<file path="src/rtl/wb_arbiter_pkg.sv">
// Shared definitions for the register-file writeback arbiter: widths, FIFO depth,
// the arbitration state enum and the source-register match helper.
package wb_arbiter_pkg;

    localparam int XLEN       = 32;
    localparam int REG_AW     = 5;
    localparam int FIFO_DEPTH = 2;

    typedef enum logic {
        NORMAL      = 1'b0,
        FORCE_DRAIN = 1'b1
    } arb_state_e;

    // x0 is never a real dependency, so a zero source never matches.
    function automatic logic rs_hit(
        input logic [REG_AW-1:0] rs,
        input logic [REG_AW-1:0] rd,
        input logic              vld
    );
        return vld && (rs != '0) && (rs == rd);
    endfunction

endpackage

</file>
<file path="src/rtl/wb_arbiter_if.sv">
// Writeback arbiter bus: pipeline result, MDU result, hazard query and RF write port.
// The arbiter connects through the slave modport, its environment through master.
interface wb_arbiter_if #(
    parameter int XLEN = wb_arbiter_pkg::XLEN
);
    import wb_arbiter_pkg::*;

    logic              pipe_valid;
    logic [REG_AW-1:0] pipe_rd;
    logic [XLEN-1:0]   pipe_data;
    logic              pipe_stall;

    logic              mdu_valid;
    logic [REG_AW-1:0] mdu_rd;
    logic [XLEN-1:0]   mdu_data;
    logic              mdu_ready;

    logic [REG_AW-1:0] q_rs1;
    logic [REG_AW-1:0] q_rs2;
    logic              q_hit;

    logic              rf_we;
    logic [REG_AW-1:0] rf_waddr;
    logic [XLEN-1:0]   rf_wdata;

    modport slave (
        input  pipe_valid, pipe_rd, pipe_data,
        input  mdu_valid, mdu_rd, mdu_data,
        input  q_rs1, q_rs2,
        output pipe_stall, mdu_ready, q_hit,
        output rf_we, rf_waddr, rf_wdata
    );

    modport master (
        output pipe_valid, pipe_rd, pipe_data,
        output mdu_valid, mdu_rd, mdu_data,
        output q_rs1, q_rs2,
        input  pipe_stall, mdu_ready, q_hit,
        input  rf_we, rf_waddr, rf_wdata
    );

endinterface

</file>
<file path="src/rtl/wb_arb_fifo.sv">
// Two-entry FIFO of pending MDU results ({rd, data}); both slots are exposed
// with their valid flags so the arbiter can answer decode hazard queries.
module wb_arb_fifo #(
    parameter int XLEN = wb_arbiter_pkg::XLEN,
    parameter int AW   = wb_arbiter_pkg::REG_AW
) (
    input  logic                clk,
    input  logic                rst_n,
    input  logic                push,
    input  logic [AW-1:0]       push_rd,
    input  logic [XLEN-1:0]     push_data,
    input  logic                pop,
    output logic                full,
    output logic                empty,
    output logic [AW-1:0]       head_rd,
    output logic [XLEN-1:0]     head_data,
    output logic [1:0]          slot_valid,
    output logic [1:0][AW-1:0]  slot_rd
);
    import wb_arbiter_pkg::*;

    logic [AW-1:0]   rd_mem   [FIFO_DEPTH];
    logic [XLEN-1:0] data_mem [FIFO_DEPTH];
    logic            wr_ptr_reg;
    logic            rd_ptr_reg;
    logic [1:0]      count_reg;
    logic            do_push;
    logic            do_pop;

    assign full    = (count_reg == 2'd2);
    assign empty   = (count_reg == 2'd0);
    assign do_push = push && !full;
    assign do_pop  = pop && !empty;

    always_ff @(posedge clk or negedge rst_n) begin
        if (!rst_n) begin
            wr_ptr_reg <= 1'b0;
            rd_ptr_reg <= 1'b0;
            count_reg  <= 2'd0;
        end else begin
            if (do_push) wr_ptr_reg <= !wr_ptr_reg;
            if (do_pop)  rd_ptr_reg <= !rd_ptr_reg;
            case ({do_push, do_pop})
                2'b10:   count_reg <= count_reg + 2'd1;
                2'b01:   count_reg <= count_reg - 2'd1;
                default: ;
            endcase
        end
    end

    // Storage needs no reset: slot_valid masks whatever is left behind.
    always_ff @(posedge clk) begin
        if (do_push) begin
            rd_mem[wr_ptr_reg]   <= push_rd;
            data_mem[wr_ptr_reg] <= push_data;
        end
    end

    assign head_rd   = rd_mem[rd_ptr_reg];
    assign head_data = data_mem[rd_ptr_reg];

    for (genvar gi = 0; gi < FIFO_DEPTH; gi++) begin : g_slot
        assign slot_valid[gi] = full || (!empty && (rd_ptr_reg == 1'(gi)));
        assign slot_rd[gi]    = rd_mem[gi];
    end

endmodule

</file>
<file path="src/rtl/wb_arbiter.sv">
// Register-file write-port arbiter between the pipeline WB stage and a buffered MDU.
// Define WB_ARB_STARVE_GUARD_EN to add the starvation counter and FORCE_DRAIN state.
module wb_arbiter #(
    parameter int STARVE_LIMIT = 4,
    parameter int XLEN         = wb_arbiter_pkg::XLEN
) (
    input  logic        clk,
    input  logic        rst_n,
    wb_arbiter_if.slave bus
);
    import wb_arbiter_pkg::*;

    logic                   fifo_push;
    logic                   fifo_pop;
    logic                   fifo_full;
    logic                   fifo_empty;
    logic [REG_AW-1:0]      head_rd;
    logic [XLEN-1:0]        head_data;
    logic [1:0]             slot_valid;
    logic [1:0][REG_AW-1:0] slot_rd;
    logic [1:0]             slot_hit;

    logic                   mdu_ready_reg;
    logic                   full_next;
    logic                   pipe_win;
    logic                   drain;
    logic                   pipe_stall;
    logic                   rf_we;
    logic [REG_AW-1:0]      rf_waddr;
    logic [XLEN-1:0]        rf_wdata;

    wb_arb_fifo #(
        .XLEN (XLEN),
        .AW   (REG_AW)
    ) u_fifo (
        .clk        (clk),
        .rst_n      (rst_n),
        .push       (fifo_push),
        .push_rd    (bus.mdu_rd),
        .push_data  (bus.mdu_data),
        .pop        (fifo_pop),
        .full       (fifo_full),
        .empty      (fifo_empty),
        .head_rd    (head_rd),
        .head_data  (head_data),
        .slot_valid (slot_valid),
        .slot_rd    (slot_rd)
    );

    // rst_n gates the bypass path so reset silences rf_we without waiting for a clock.
    assign pipe_win  = rst_n && bus.pipe_valid && (bus.pipe_rd != '0);
    assign fifo_push = bus.mdu_valid && mdu_ready_reg;

    // Ready is registered from the post-edge occupancy, never from mdu_valid directly.
    always_comb begin
        full_next = 1'b0;
        if (fifo_full)        full_next = !fifo_pop;
        else if (!fifo_empty) full_next = fifo_push && !fifo_pop;
    end

    always_ff @(posedge clk or negedge rst_n) begin
        if (!rst_n) mdu_ready_reg <= 1'b0;
        else        mdu_ready_reg <= !full_next;
    end

`ifdef WB_ARB_STARVE_GUARD_EN
    localparam int CW = $clog2(STARVE_LIMIT + 1);

    arb_state_e    state_reg;
    arb_state_e    state_next;
    logic [CW-1:0] starve_cnt_reg;
    logic [CW-1:0] starve_cnt_next;

    always_ff @(posedge clk or negedge rst_n) begin
        if (!rst_n) begin
            state_reg      <= NORMAL;
            starve_cnt_reg <= '0;
        end else begin
            state_reg      <= state_next;
            starve_cnt_reg <= starve_cnt_next;
        end
    end

    // Drain is entered on the edge where the counter reaches the limit.
    always_comb begin
        starve_cnt_next = starve_cnt_reg;
        state_next      = state_reg;
        if (fifo_pop || fifo_empty)
            starve_cnt_next = '0;
        else if (pipe_win && (starve_cnt_reg != CW'(STARVE_LIMIT)))
            starve_cnt_next = starve_cnt_reg + 1'b1;
        case (state_reg)
            NORMAL:      if (starve_cnt_next == CW'(STARVE_LIMIT)) state_next = FORCE_DRAIN;
            FORCE_DRAIN: state_next = NORMAL;
            default:     state_next = NORMAL;
        endcase
    end

    assign drain = (state_reg == FORCE_DRAIN);
`else
    assign drain = 1'b0;
`endif

    always_comb begin
        fifo_pop   = 1'b0;
        pipe_stall = 1'b0;
        rf_we      = 1'b0;
        rf_waddr   = '0;
        rf_wdata   = '0;
        if (drain) begin
            pipe_stall = 1'b1;
            fifo_pop   = !fifo_empty;
            rf_we      = !fifo_empty && (head_rd != '0);
            rf_waddr   = head_rd;
            rf_wdata   = head_data;
        end else if (pipe_win) begin
            rf_we      = 1'b1;
            rf_waddr   = bus.pipe_rd;
            rf_wdata   = bus.pipe_data;
        end else if (!fifo_empty) begin
            // An rd=0 entry still leaves the FIFO, just without a write.
            fifo_pop   = 1'b1;
            rf_we      = (head_rd != '0);
            rf_waddr   = head_rd;
            rf_wdata   = head_data;
        end
    end

    for (genvar gi = 0; gi < FIFO_DEPTH; gi++) begin : g_hit
        assign slot_hit[gi] = rs_hit(bus.q_rs1, slot_rd[gi], slot_valid[gi])
                           || rs_hit(bus.q_rs2, slot_rd[gi], slot_valid[gi]);
    end

    assign bus.q_hit      = |slot_hit;
    assign bus.mdu_ready  = mdu_ready_reg;
    assign bus.pipe_stall = pipe_stall;
    assign bus.rf_we      = rf_we;
    assign bus.rf_waddr   = rf_waddr;
    assign bus.rf_wdata   = rf_wdata;

endmodule
</file>
<file path="src/flat_wrapper.sv">
// flat-port wrapper written by rule: the top's interface ports become plain ports
module wb_arbiter_flat import wb_arbiter_pkg::*;
#(
    parameter int STARVE_LIMIT = 4,
    parameter int XLEN         = wb_arbiter_pkg::XLEN
)
  (clk, rst_n, bus_pipe_valid, bus_pipe_rd, bus_pipe_data, bus_mdu_valid, bus_mdu_rd, bus_mdu_data, bus_q_rs1, bus_q_rs2, bus_pipe_stall, bus_mdu_ready, bus_q_hit, bus_rf_we, bus_rf_waddr, bus_rf_wdata);
  wb_arbiter_if #(.XLEN(XLEN)) bus_i ();
  input  logic clk;
  input  logic rst_n;
  input wire logic [$bits(bus_i.pipe_valid)-1:0] bus_pipe_valid;
  input wire logic [$bits(bus_i.pipe_rd)-1:0] bus_pipe_rd;
  input wire logic [$bits(bus_i.pipe_data)-1:0] bus_pipe_data;
  input wire logic [$bits(bus_i.mdu_valid)-1:0] bus_mdu_valid;
  input wire logic [$bits(bus_i.mdu_rd)-1:0] bus_mdu_rd;
  input wire logic [$bits(bus_i.mdu_data)-1:0] bus_mdu_data;
  input wire logic [$bits(bus_i.q_rs1)-1:0] bus_q_rs1;
  input wire logic [$bits(bus_i.q_rs2)-1:0] bus_q_rs2;
  output wire logic [$bits(bus_i.pipe_stall)-1:0] bus_pipe_stall;
  output wire logic [$bits(bus_i.mdu_ready)-1:0] bus_mdu_ready;
  output wire logic [$bits(bus_i.q_hit)-1:0] bus_q_hit;
  output wire logic [$bits(bus_i.rf_we)-1:0] bus_rf_we;
  output wire logic [$bits(bus_i.rf_waddr)-1:0] bus_rf_waddr;
  output wire logic [$bits(bus_i.rf_wdata)-1:0] bus_rf_wdata;
  assign bus_i.pipe_valid = bus_pipe_valid;
  assign bus_i.pipe_rd = bus_pipe_rd;
  assign bus_i.pipe_data = bus_pipe_data;
  assign bus_i.mdu_valid = bus_mdu_valid;
  assign bus_i.mdu_rd = bus_mdu_rd;
  assign bus_i.mdu_data = bus_mdu_data;
  assign bus_i.q_rs1 = bus_q_rs1;
  assign bus_i.q_rs2 = bus_q_rs2;
  assign bus_pipe_stall = bus_i.pipe_stall;
  assign bus_mdu_ready = bus_i.mdu_ready;
  assign bus_q_hit = bus_i.q_hit;
  assign bus_rf_we = bus_i.rf_we;
  assign bus_rf_waddr = bus_i.rf_waddr;
  assign bus_rf_wdata = bus_i.rf_wdata;
  wb_arbiter #(.STARVE_LIMIT(STARVE_LIMIT), .XLEN(XLEN)) u_core (.clk(clk), .rst_n(rst_n), .bus(bus_i));
endmodule
</file>
<file path="config.mk">
export PLATFORM = sky130hd
export DESIGN_NAME = wb_arbiter_flat
export DESIGN_NICKNAME = d
export VERILOG_FILES = /design/src/rtl/wb_arbiter_pkg.sv /design/src/rtl/wb_arbiter_if.sv /design/src/rtl/wb_arb_fifo.sv /design/src/rtl/wb_arbiter.sv /design/src/flat_wrapper.sv
export SDC_FILE = /design/constraint.sdc
export NUM_CORES = 1
export LEC_CHECK = 0
export BUFFER_PORTS_ARGS = -buffer_cell sky130_fd_sc_hd__buf_4
export CORE_ASPECT_RATIO = 1.4
export CORE_UTILIZATION = 45
export CTS_CLUSTER_DIAMETER = 150
export DETAILED_ROUTE_END_ITERATION = 10
export PLACE_DENSITY = 0.73
export SYNTH_ARGS = -nofsm -noshare
export SYNTH_HDL_FRONTEND = slang
export SYNTH_SLANG_ARGS = --single-unit
</file>
<file path="constraint.sdc">
create_clock -name clk -period 3.1 [get_ports clk]
set_input_delay 0.62 -clock clk [delete_from_list [all_inputs] [get_ports clk]]
set_output_delay 0.62 -clock clk [all_outputs]
set_load 0.02 [all_outputs]
</file>
==> results of run 1 <==
==> stage by stage <==
stage / power (uW) / util, % / worst slack [ns] / hold slack (ns)
after floorplan: 2686 / - / 0.2072 / 0.3244
after global placement: 3343 / 60.38 / 0.3128 / 0.4293
after detailed placement: 3381 / 60.38 / 0.2099 / 0.4343
after CTS: 3974 / 62.23 / 0.1999 / 0.06368
after global routing: 4129 / 62.23 / 0.07324 / 0.06684
final: 3926 / 62.23 / 0.2081 / 0.08306
==> cell usage in the layout, fill, tap and decap left out, types with 4 or more instances in the layout <==
master	instances
buf_4	129
clkbuf_8	9
dfrtp_1	4
edfxtp_1	74
mux2i_1	37
nand2_1	37
o21ai_0	31
o21ai_2	8
or4_1	6
xnor2_1	13
xor2_1	11
==> cell usage after synthesis <==
| cell | n |
|---|---|
| inv_1 | 3 |
| nand2_1 | 37 |
| dfrtp_1 | 5 |
| nor3_1 | 2 |
| a21oi_1 | 2 |
| xnor2_2 | 1 |
| nand4_1 | 3 |
| o21a_1 | 1 |
| buf_2 | 3 |
| buf_4 | 1 |
| nand2b_1 | 1 |
| o21bai_4 | 1 |
| xor2_1 | 11 |
| o32ai_1 | 1 |
| clkbuf_1 | 9 |
| mux2i_1 | 37 |
| buf_6 | 3 |
| nor2b_1 | 1 |
| conb_1 | 1 |
| edfxtp_1 | 74 |
| or4b_2 | 1 |
| o21ai_0 | 31 |
| and3_1 | 1 |
| xnor2_1 | 13 |
| nand3_1 | 2 |
| nor2_1 | 5 |
| or4_1 | 6 |
| and2_1 | 1 |
| nor4_1 | 2 |
| o21bai_1 | 1 |
| ha_1 | 1 |
| o21ai_2 | 8 |
==> kinds of logic after synthesis <==
group	synth area share [%]
flip-flops	64.69
AND/OR/NAND/NOR	7.966
AO/OA/AOI/OAI	7.656
multiplexers	10.21
XOR/XNOR	6.241
buffers and inverters	2.793
adder cells (fa/ha/maj)	0.3448
other	0.1033
==> power by group <==
group / switching, uW / internal [uW] / total [uW]
Combinational: 920 / 758 / 1680
Clock: 316 / 276 / 592
Sequential: 195 / 1460 / 1660
==> per-layer routing <==
layer,share of wire (%),vias to the layer above,global-route usage [%]
met4,3.7,0,12.57
li1,-,1243,-
met5,0,-,0
met1,38,1191,20.77
met3,5.2,22,3.544
met2,53,99,32.87
==> layout make-up <==
cell class              count  area [um^2]
clock buffers              11        131.4
clock inverters             3        12.51
fillers                   631         2945
inverters                   3        11.26
multi-input cells         171         1195
flip-flops and latches     79         2349
well taps                 100        125.1
repair buffers            132         1028
==> how the worst min path moves through the flow <==
stage                      endpoint  slack [ns]  cells past startpoint
6_report       u_core.bus.mdu_ready        0.08                      1
5_1_grt        u_core.bus.mdu_ready        0.07                      1
4_1_cts        u_core.bus.mdu_ready        0.06                      1
3_3_place_gp   u_core.bus.mdu_ready        0.43                      1
3_5_place_dp   u_core.bus.mdu_ready        0.43                      1
2_1_floorplan  u_core.bus.mdu_ready        0.32                      0
==> critical path, delay by kind of cell <==
kind | cells | cell delay [ns]
simple gates | 1 | 0.53
compound gates | 3 | 0.63
buf+inv | 3 | 0.48
==> results by group, run 1 <==
Timing
  – Setup TNS: 0 ns
  – Slew Viols, Final: 0
  – Clk_skew: 0.007180 ns
  – Fmax: 0.3458 GHz
  – Final hold violations: 0
  – Slew at the pin closest to its max-slew limit: 0.6148 ns
  – Fin crit share: 93.29%
  – Max-slew headroom: 58.91%
  – Final setup vio count: 0
  – Period minus WS final: 2.892 ns
  – Unrepaired setup endpoints after global routing: no

CTS
  – TritonCTS Sinks: 79
  – Hold_buf cts: 0
  – # resized after CTS: 0
  – Root Buffer: clkbuf_8
  – Clock transition at the registers of the reported paths: 0.07 ns
  – CTS tree: built
  – Clk_lat worst skew: 0.34 ns
  – Max Buffers Root-to-Sink: 2
  – Num CTS Buffers: 9
  – Htree depth: 3
  – # Post-CTS Setup Buffers: 0

Critical path
  – Critical Path RT: 2.48 ns
  – Worst path most repeated cell: buf_4
  – R2R depth: 4
  – Critical Path End: bus_rf_wdata[11]
  – Kind of critical path: input port to output port
  – Crit-path slowest cell: or4_1
  – Crit-path cells: buf_4 > or4_1 > o21a_1 > o21bai_4 > buf_12 > o21ai_0 > buf_4
  – Reg2Reg Setup Slack: 0.95 ns
  – Startpoint types: input port
  – Worst path arrival time: 2.27 ns
  – Worst reg2reg endpoint: u_core.u_fifo.rd_mem[0][2]
  – Worst setup EP type: output port
  – Crit path from: bus_pipe_rd[3]
  – CP max stage delay: 0.53 ns
  – RR Startpoint: u_core.u_fifo.count_reg[0]
  – Maximum fanout along the worst path: 35

Detailed routing
  – # DRC: 0
  – Drt wl/cell: 15.39 um
  – Post-route ant nets: 0
  – DR vias: 2555
  – WL final: 7.680 mm
  – Via density: 5.120
  – Initial DRC Count: 82
  – First drt pass iteration count: 4

GRT
  – Global route overflow: 0
  – Vias in the first global route: 2529
  – Global-route wire length before repair: 11.69 mm
  – Global Route Usage Sum: 18.80%
  – Initial antenna violation count: 0
  – Largest net degree at the start of global routing: 36

Placed design
  – Placed instance area: 4708 um^2
  – HPWL Detailed: 5.475 mm
  – # port buffers: 127
  – Gpl congestion: 0.8476
  – Cells after DPL: 485

Floorplan
  – Core area: 7797 um^2
  – IO Pins: 129
  – Starting Density: 46.53%
  – Die W: 77.89 um
  – Rows: 38
  – Die height: 108.2 um
  – Die Area: 8431 um^2

Yosys
  – Synth top area share: 61.24%
  – Post-synthesis sequential area ratio: 64.69%
  – Synth area leader: edfxtp_1
  – Post-Syn Area: 3628 um^2
  – Number of synthesis warnings: 0
  – Syn Area/Cell: 13.49 um^2
  – Distinct cell type count after synthesis: 32
  – Syn_nets: 358
  – Seq cells post-synth: 79
  – Mapped Cells: 269
  – Dominant cells by area after synthesis: edfxtp_1 61%, mux2i_1 10%, o21ai_0 4.3%

Finish
  – Area Overhead vs Synth: 33.72%
  – ANT cells: 0
  – Largest register FFs: 64
  – Layout Cells excl Fill: 499
  – Final net count: 485
  – Ratio of cells with drive above 1 in the final layout: 39.10%
  – Post-route cell area: 4852 um^2

Power and ir drop
  – VDD IR max: 481.3 uV
  – Static Leak: 0.001964 uW
  – Pwr per Cell Area: 809.0 nW/um^2

Run
  – Maxcap violations: 0

Outcome
  – Status: finished, final reports clean

Min path
  – Worst hold path class: input port to async pin
Power figures use the tool's default switching activity.
==> run 2, diff against run 1 <==
--- a/config.mk
+++ b/config.mk
@@ -7,10 +7,10 @@
 export LEC_CHECK = 0
 export BUFFER_PORTS_ARGS = -buffer_cell sky130_fd_sc_hd__buf_4
 export CORE_ASPECT_RATIO = 1.4
-export CORE_UTILIZATION = 45
+export CORE_UTILIZATION = 28
 export CTS_CLUSTER_DIAMETER = 150
 export DETAILED_ROUTE_END_ITERATION = 10
-export PLACE_DENSITY = 0.73
+export PLACE_DENSITY = 0.47
 export SYNTH_ARGS = -nofsm -noshare
 export SYNTH_HDL_FRONTEND = slang
 export SYNTH_SLANG_ARGS = --single-unit
==> run 2 against run 1 <==
- sequential power is 2% lower
- setup slack worse by 0.020 ns
- cell count grew 11%
- critical path type unchanged
- sequential share of layout area down 1.9 points
- utilization fell by 22 points
- highest routed layer unchanged
- critical endpoint is now bus_rf_wdata[6]
- register-to-register slack better by 0.26 ns
- die area increased by 59%
- first-iteration DRC count down 21%
- fmax down 0.67%
- worst hold slack better by 0.022 ns
- clock-buffer cell count fell by 2
- critical path depth unchanged
==> results by group, run 2 (synthesis gave the netlist of run 1 again) <==
Timing
  – Final setup vio count: 0
  – Worst hold slack: 0.1052 ns
  – Fin crit share: 93.92%
  – Slew Viols, Final: 0
  – Unrepaired setup endpoints after global routing: no
  – Max-slew headroom: 59.81%
  – Period minus WS final: 2.911 ns
  – Slew at the pin closest to its max-slew limit: 0.6029 ns
  – Final hold violations: 0
  – Post-route setup slack: 0.1885 ns
  – Fmax: 0.3435 GHz
  – Clk_skew: 0.008158 ns
  – Setup TNS: 0 ns

Floorplan
  – Starting Density: 29.05%
  – IO Pins: 129
  – Core area: 12490 um^2
  – Die W: 98.21 um
  – Die height: 136.7 um
  – Die Area: 13420 um^2
  – Rows: 48

Critical path
  – Kind of critical path: input port to output port
  – Startpoint types: input port
  – Worst path arrival time: 2.29 ns
  – Maximum fanout along the worst path: 23
  – R2R depth: 6
  – Worst setup EP type: output port
  – Reg2Reg Setup Slack: 1.21 ns
  – Critical Path RT: 2.48 ns
  – Worst reg2reg endpoint: u_core.u_fifo.count_reg[1]
  – RR Startpoint: u_core.u_fifo.count_reg[0]

Placed design
  – # port buffers: 127
  – Placed instance area: 4761 um^2
  – Pre-CTS setup slack: 0.1952 ns
  – Cells after DPL: 537
  – Gpl congestion: 0.7557
  – HPWL Detailed: 6.407 mm

GRT
  – Global route overflow: 0
  – Largest net degree at the start of global routing: 35
  – Initial antenna violation count: 0
  – Vias in the first global route: 2547
  – Global-route wire length before repair: 13.55 mm
  – Global Route Usage Sum: 13.76%

Power and ir drop
  – Sw frac: 35.05%
  – Static Leak: 0.002032 uW
  – Register share of total power: 37.2%
  – Comb power frac: 39.8%
  – Pwr per Cell Area: 861.2 nW/um^2
  – Internal: 2825 uW
  – Switching power total: 1524 uW
  – VDD IR max: 364.4 uV
  – Clk pwr share: 22.9%

CTS
  – # Post-CTS Setup Buffers: 0
  – Num CTS Buffers: 9
  – Htree depth: 3
  – CTS tree: built
  – Max Buffers Root-to-Sink: 2
  – Hold_buf cts: 0
  – TritonCTS Sinks: 79
  – Clock transition at the registers of the reported paths: 0.06 ns
  – Root Buffer: clkbuf_16
  – Clk_lat worst skew: 0.33 ns
  – # resized after CTS: 0

Finish
  – Area Overhead vs Synth: 39.17%
  – Largest register FFs: 64
  – Post-route cell area: 5050 um^2
  – Most common cell after layout, fill and taps aside: buf_4
  – Layout Cells excl Fill: 553
  – Final net count: 487
  – Filler cells: 1199
  – Ratio of cells with drive above 1 in the final layout: 40.45%
  – Most frequent cells in the layout: 133 x buf_4, 74 x edfxtp_1, 37 x mux2i_1, 37 x nand2_1, 31 x o21ai_0
  – ANT cells: 0

Min path
  – Worst hold path class: input port to async pin

Detailed routing
  – Drt wl/cell: 15.91 um
  – First drt pass iteration count: 6
  – Via density: 4.533
  – Initial DRC Count: 65
  – # DRC: 0
  – Post-route ant nets: 0
  – WL final: 8.799 mm
  – DR vias: 2507

Outcome
  – Status: finished, final reports clean

Run
  – Maxcap violations: 0
-- run 2: cell count changes in the layout (fill, tap and decap cells not counted), sizes merged --
cell      change
bufinv        +1
clkbuf        -2
buf           +2
clkinv        +1
clkinvlp      +2
-- run 2: worst max path at each step --
stage / start / endpoint / slack (ns) / depth (start not counted)
2_1_floorplan: bus_pipe_rd[3] / bus_rf_waddr[0] / 0.21 / 6
3_3_place_gp: bus_pipe_rd[3] / bus_rf_wdata[14] / 0.24 / 7
3_5_place_dp: bus_pipe_rd[3] / bus_rf_wdata[6] / 0.20 / 7
5_1_grt: bus_pipe_rd[3] / bus_rf_wdata[6] / 0.11 / 7
4_1_cts: bus_pipe_rd[3] / bus_rf_wdata[6] / 0.19 / 7
6_report: bus_pipe_rd[3] / bus_rf_wdata[6] / 0.19 / 7
-- run 2: routing by layer --
| layer | global-route usage (%) | wire length, um |
|---|---|---|
| met1 | 14.32 | 3216 |
| met4 | 5.224 | 98 |
| met5 | 0 | 0 |
| met2 | 25.82 | 5125 |
| met3 | 4.239 | 358 |
-- run 2: through the flow --
step / utilization [%] / power [uW]
after global routing: 40.42 / 4606
after floorplan: - / 2686
final: 40.42 / 4349
after global placement: 38.11 / 3401
after detailed placement: 38.11 / 3420
after CTS: 40.42 / 4443
-- run 2: critical path, cell delays in order --
cell and delay (ns):
buf_4 0.11, or4_1 0.52, o21a_1 0.19, o21bai_4 0.25
buf_12 0.21, o21ai_0 0.20, buf_4 0.17
-- run 2: final cells by class --
class	instances	area (um^2)	area share, %
Multi-Input combinational cell	171	1195	23.66
Tap cell	150	187.7	3.717
Inverter	3	11.26	0.2230
Timing Repair Buffer	134	1018	20.17
Clock buffer	9	225.2	4.460
Sequential cell	79	2349	46.51
Clock inverter	7	63.81	1.264
-- run 2: power by group through the flow --
stage               Sequential [uW]  Combinational, uW  Clock (uW)
floorplan                      1570               1120           0
global route                   1650               1880        1080
global placement               1640               1770           0
finish                         1620               1730         998
detailed placement             1650               1770           0
CTS                            1620               1780        1040
==> run 3, diff against run 2 <==
--- a/config.mk
+++ b/config.mk
@@ -11,6 +11,7 @@
 export CTS_CLUSTER_DIAMETER = 150
 export DETAILED_ROUTE_END_ITERATION = 10
 export PLACE_DENSITY = 0.47
+export REMOVE_ABC_BUFFERS = 1
 export SYNTH_ARGS = -nofsm -noshare
 export SYNTH_HDL_FRONTEND = slang
 export SYNTH_SLANG_ARGS = --single-unit
==> run 3 against run 2 <==
- the run now ends with design-rule violations left
- combinational power hardly changed
- first-iteration DRC count is 23% higher
- via count is 0.24% lower
- clock-buffer cell count is 4 higher
- largest cell class unchanged
==> results by group, run 3 (synthesis gave the netlist of run 1 again) <==
GRT
  – Largest net degree at the start of global routing: 40
  – Global Route Usage Sum: 13.11%
  – Vias in the first global route: 2556
  – Initial antenna violation count: 0
  – Global-route wire length before repair: 12.95 mm
  – Global route overflow: 0

Critical path
  – Startpoint types: input port
  – Kind of critical path: input port to output port
  – Reg2Reg Setup Slack: 0.94 ns
  – Worst setup EP type: output port
  – Maximum fanout along the worst path: 39
  – Worst path arrival time: 2.33 ns
  – Critical Path RT: 2.48 ns

Finish
  – Ratio of cells with drive above 1 in the final layout: 40.20%
  – Final net count: 487
  – Most frequent cells in the layout: 132 x buf_4, 74 x edfxtp_1, 37 x mux2i_1, 37 x nand2_1, 29 x o21ai_0
  – Largest register FFs: 64
  – Post-route cell area: 5124 um^2
  – ANT cells: 0
  – Area Overhead vs Synth: 41.21%
  – Utilization after layout: 41.02%
  – Most common cell after layout, fill and taps aside: buf_4

CTS
  – TritonCTS Sinks: 79
  – Htree depth: 3
  – CTS tree: built
  – Root Buffer: clkbuf_16
  – Clk_lat worst skew: 0.33 ns
  – Num CTS Buffers: 9
  – Max Buffers Root-to-Sink: 2
  – # Post-CTS Setup Buffers: 0
  – Clock transition at the registers of the reported paths: 0.06 ns

Floorplan
  – Die height: 136.7 um
  – Die W: 98.21 um
  – Die Area: 13420 um^2
  – Rows: 48
  – Starting Density: 29.05%
  – IO Pins: 129
  – Core area: 12490 um^2

Placed design
  – Gpl congestion: 0.8311
  – Pre-CTS setup slack: 0.09964 ns
  – Placed instance area: 4773 um^2
  – HPWL Detailed: 6.127 mm
  – # port buffers: 127

Power and ir drop
  – Static Leak: 0.002066 uW
  – Pwr per Cell Area: 889.5 nW/um^2
  – VDD IR max: 293.3 uV

Min path
  – Worst hold path class: input port to async pin

Detailed routing
  – M1 WL: 3.375 mm
  – Via density: 4.523
  – Met3 wire len: 505 um
  – First drt pass iteration count: 7
  – DR vias: 2501
  – # DRC: 11
  – Drt wl/cell: 15.32 um
  – Top layer used by detailed routing: met4
  – Post-route ant nets: 0
  – Met2 WL post-DR: 4.337 mm
  – Initial DRC Count: 80
  – WL final: 8.472 mm

Timing
  – Final hold violations: 0
  – Post-route setup slack: 0.1452 ns
  – Slew at the pin closest to its max-slew limit: 0.9836 ns
  – Final setup vio count: 0
  – Fin crit share: 95.32%
  – Max-slew headroom: 34.25%
  – Clk_skew: 0.006597 ns
  – Slew Viols, Final: 0
  – Unrepaired setup endpoints after global routing: no
  – Fmax: 0.3384 GHz
  – Period minus WS final: 2.955 ns

Outcome
  – Failing checks: design-rule violations
  – Status: finished, violations left

Run
  – Maxcap violations: 0
-- run 3: changes by cell type in the layout (fill, tap and decap cells not counted), sizes merged --
cell / change
bufinv: +2
clkbuf: +4
clkinv: -4
clkinvlp: -2
-- run 3: final timing paths --
| path | from | end | cells past startpoint |
|---|---|---|---|
| worst max-delay path | bus_pipe_rd[3] | bus_rf_wdata[5] | 6 |
| worst min-delay path | rst_n | u_core.u_fifo.wr_ptr_reg | 1 |
| worst max register to register | u_core.u_fifo.count_reg[0] | u_core.u_fifo.count_reg[1] | 5 |
| worst min register to register | u_core.u_fifo.wr_ptr_reg | u_core.u_fifo.wr_ptr_reg | 1 |
| max in group asynchronous | rst_n | u_core.u_fifo.rd_ptr_reg | 1 |
| min in group clk | bus_mdu_rd[1] | u_core.u_fifo.rd_mem[1][1] | 1 |
-- run 3: stage by stage --
| stage | setup TNS, ns | hold slack [ns] | total power (uW) | std cells |
|---|---|---|---|---|
| floorplan | -3.838 | 0.3244 | 2646 | 253 |
| global placement | 0 | 0.4295 | 3393 | 537 |
| detailed placement | 0 | 0.4309 | 3404 | 537 |
| CTS | 0 | 0.07117 | 4639 | 553 |
| global route | 0 | 0.06997 | 4810 | 553 |
| finish | 0 | 0.08379 | 4557 | 553 |
-- run 3: cell type report --
cell class	instances	area, um^2
inverter	3	11.26
multi-input combinational	171	1195
clock buffer	13	260.3
timing repair buffer	134	1031
sequential	79	2349
tap	150	187.7
clock inverter	3	90.09
fill	1209	7368
-- run 3: power breakdown --
part	switching, uW	leakage, uW	internal (uW)
Clock	386	0.000170	831
Sequential	132	0.000740	1460
Combinational	992	0.00116	754
-- run 3: per-layer routing --
layer  vias up  global-route usage (%)
li1       1245                       -
met1      1149                   14.42
met2        90                   23.00
met3        17                   3.320
met4         0                   7.546
met5         -                       0
-- run 3: worst max-delay path, cell delays in order --
cell	delay, ns
buf_4	0.11
or4_1	0.51
o21a_1	0.20
o21bai_4	0.41
o21ai_0	0.29
buf_4	0.18
-- run 3: timing repair --
action	CTS	global route
resized for setup	0	2
hold buffers	0	0
setup endpoints to repair	0	2
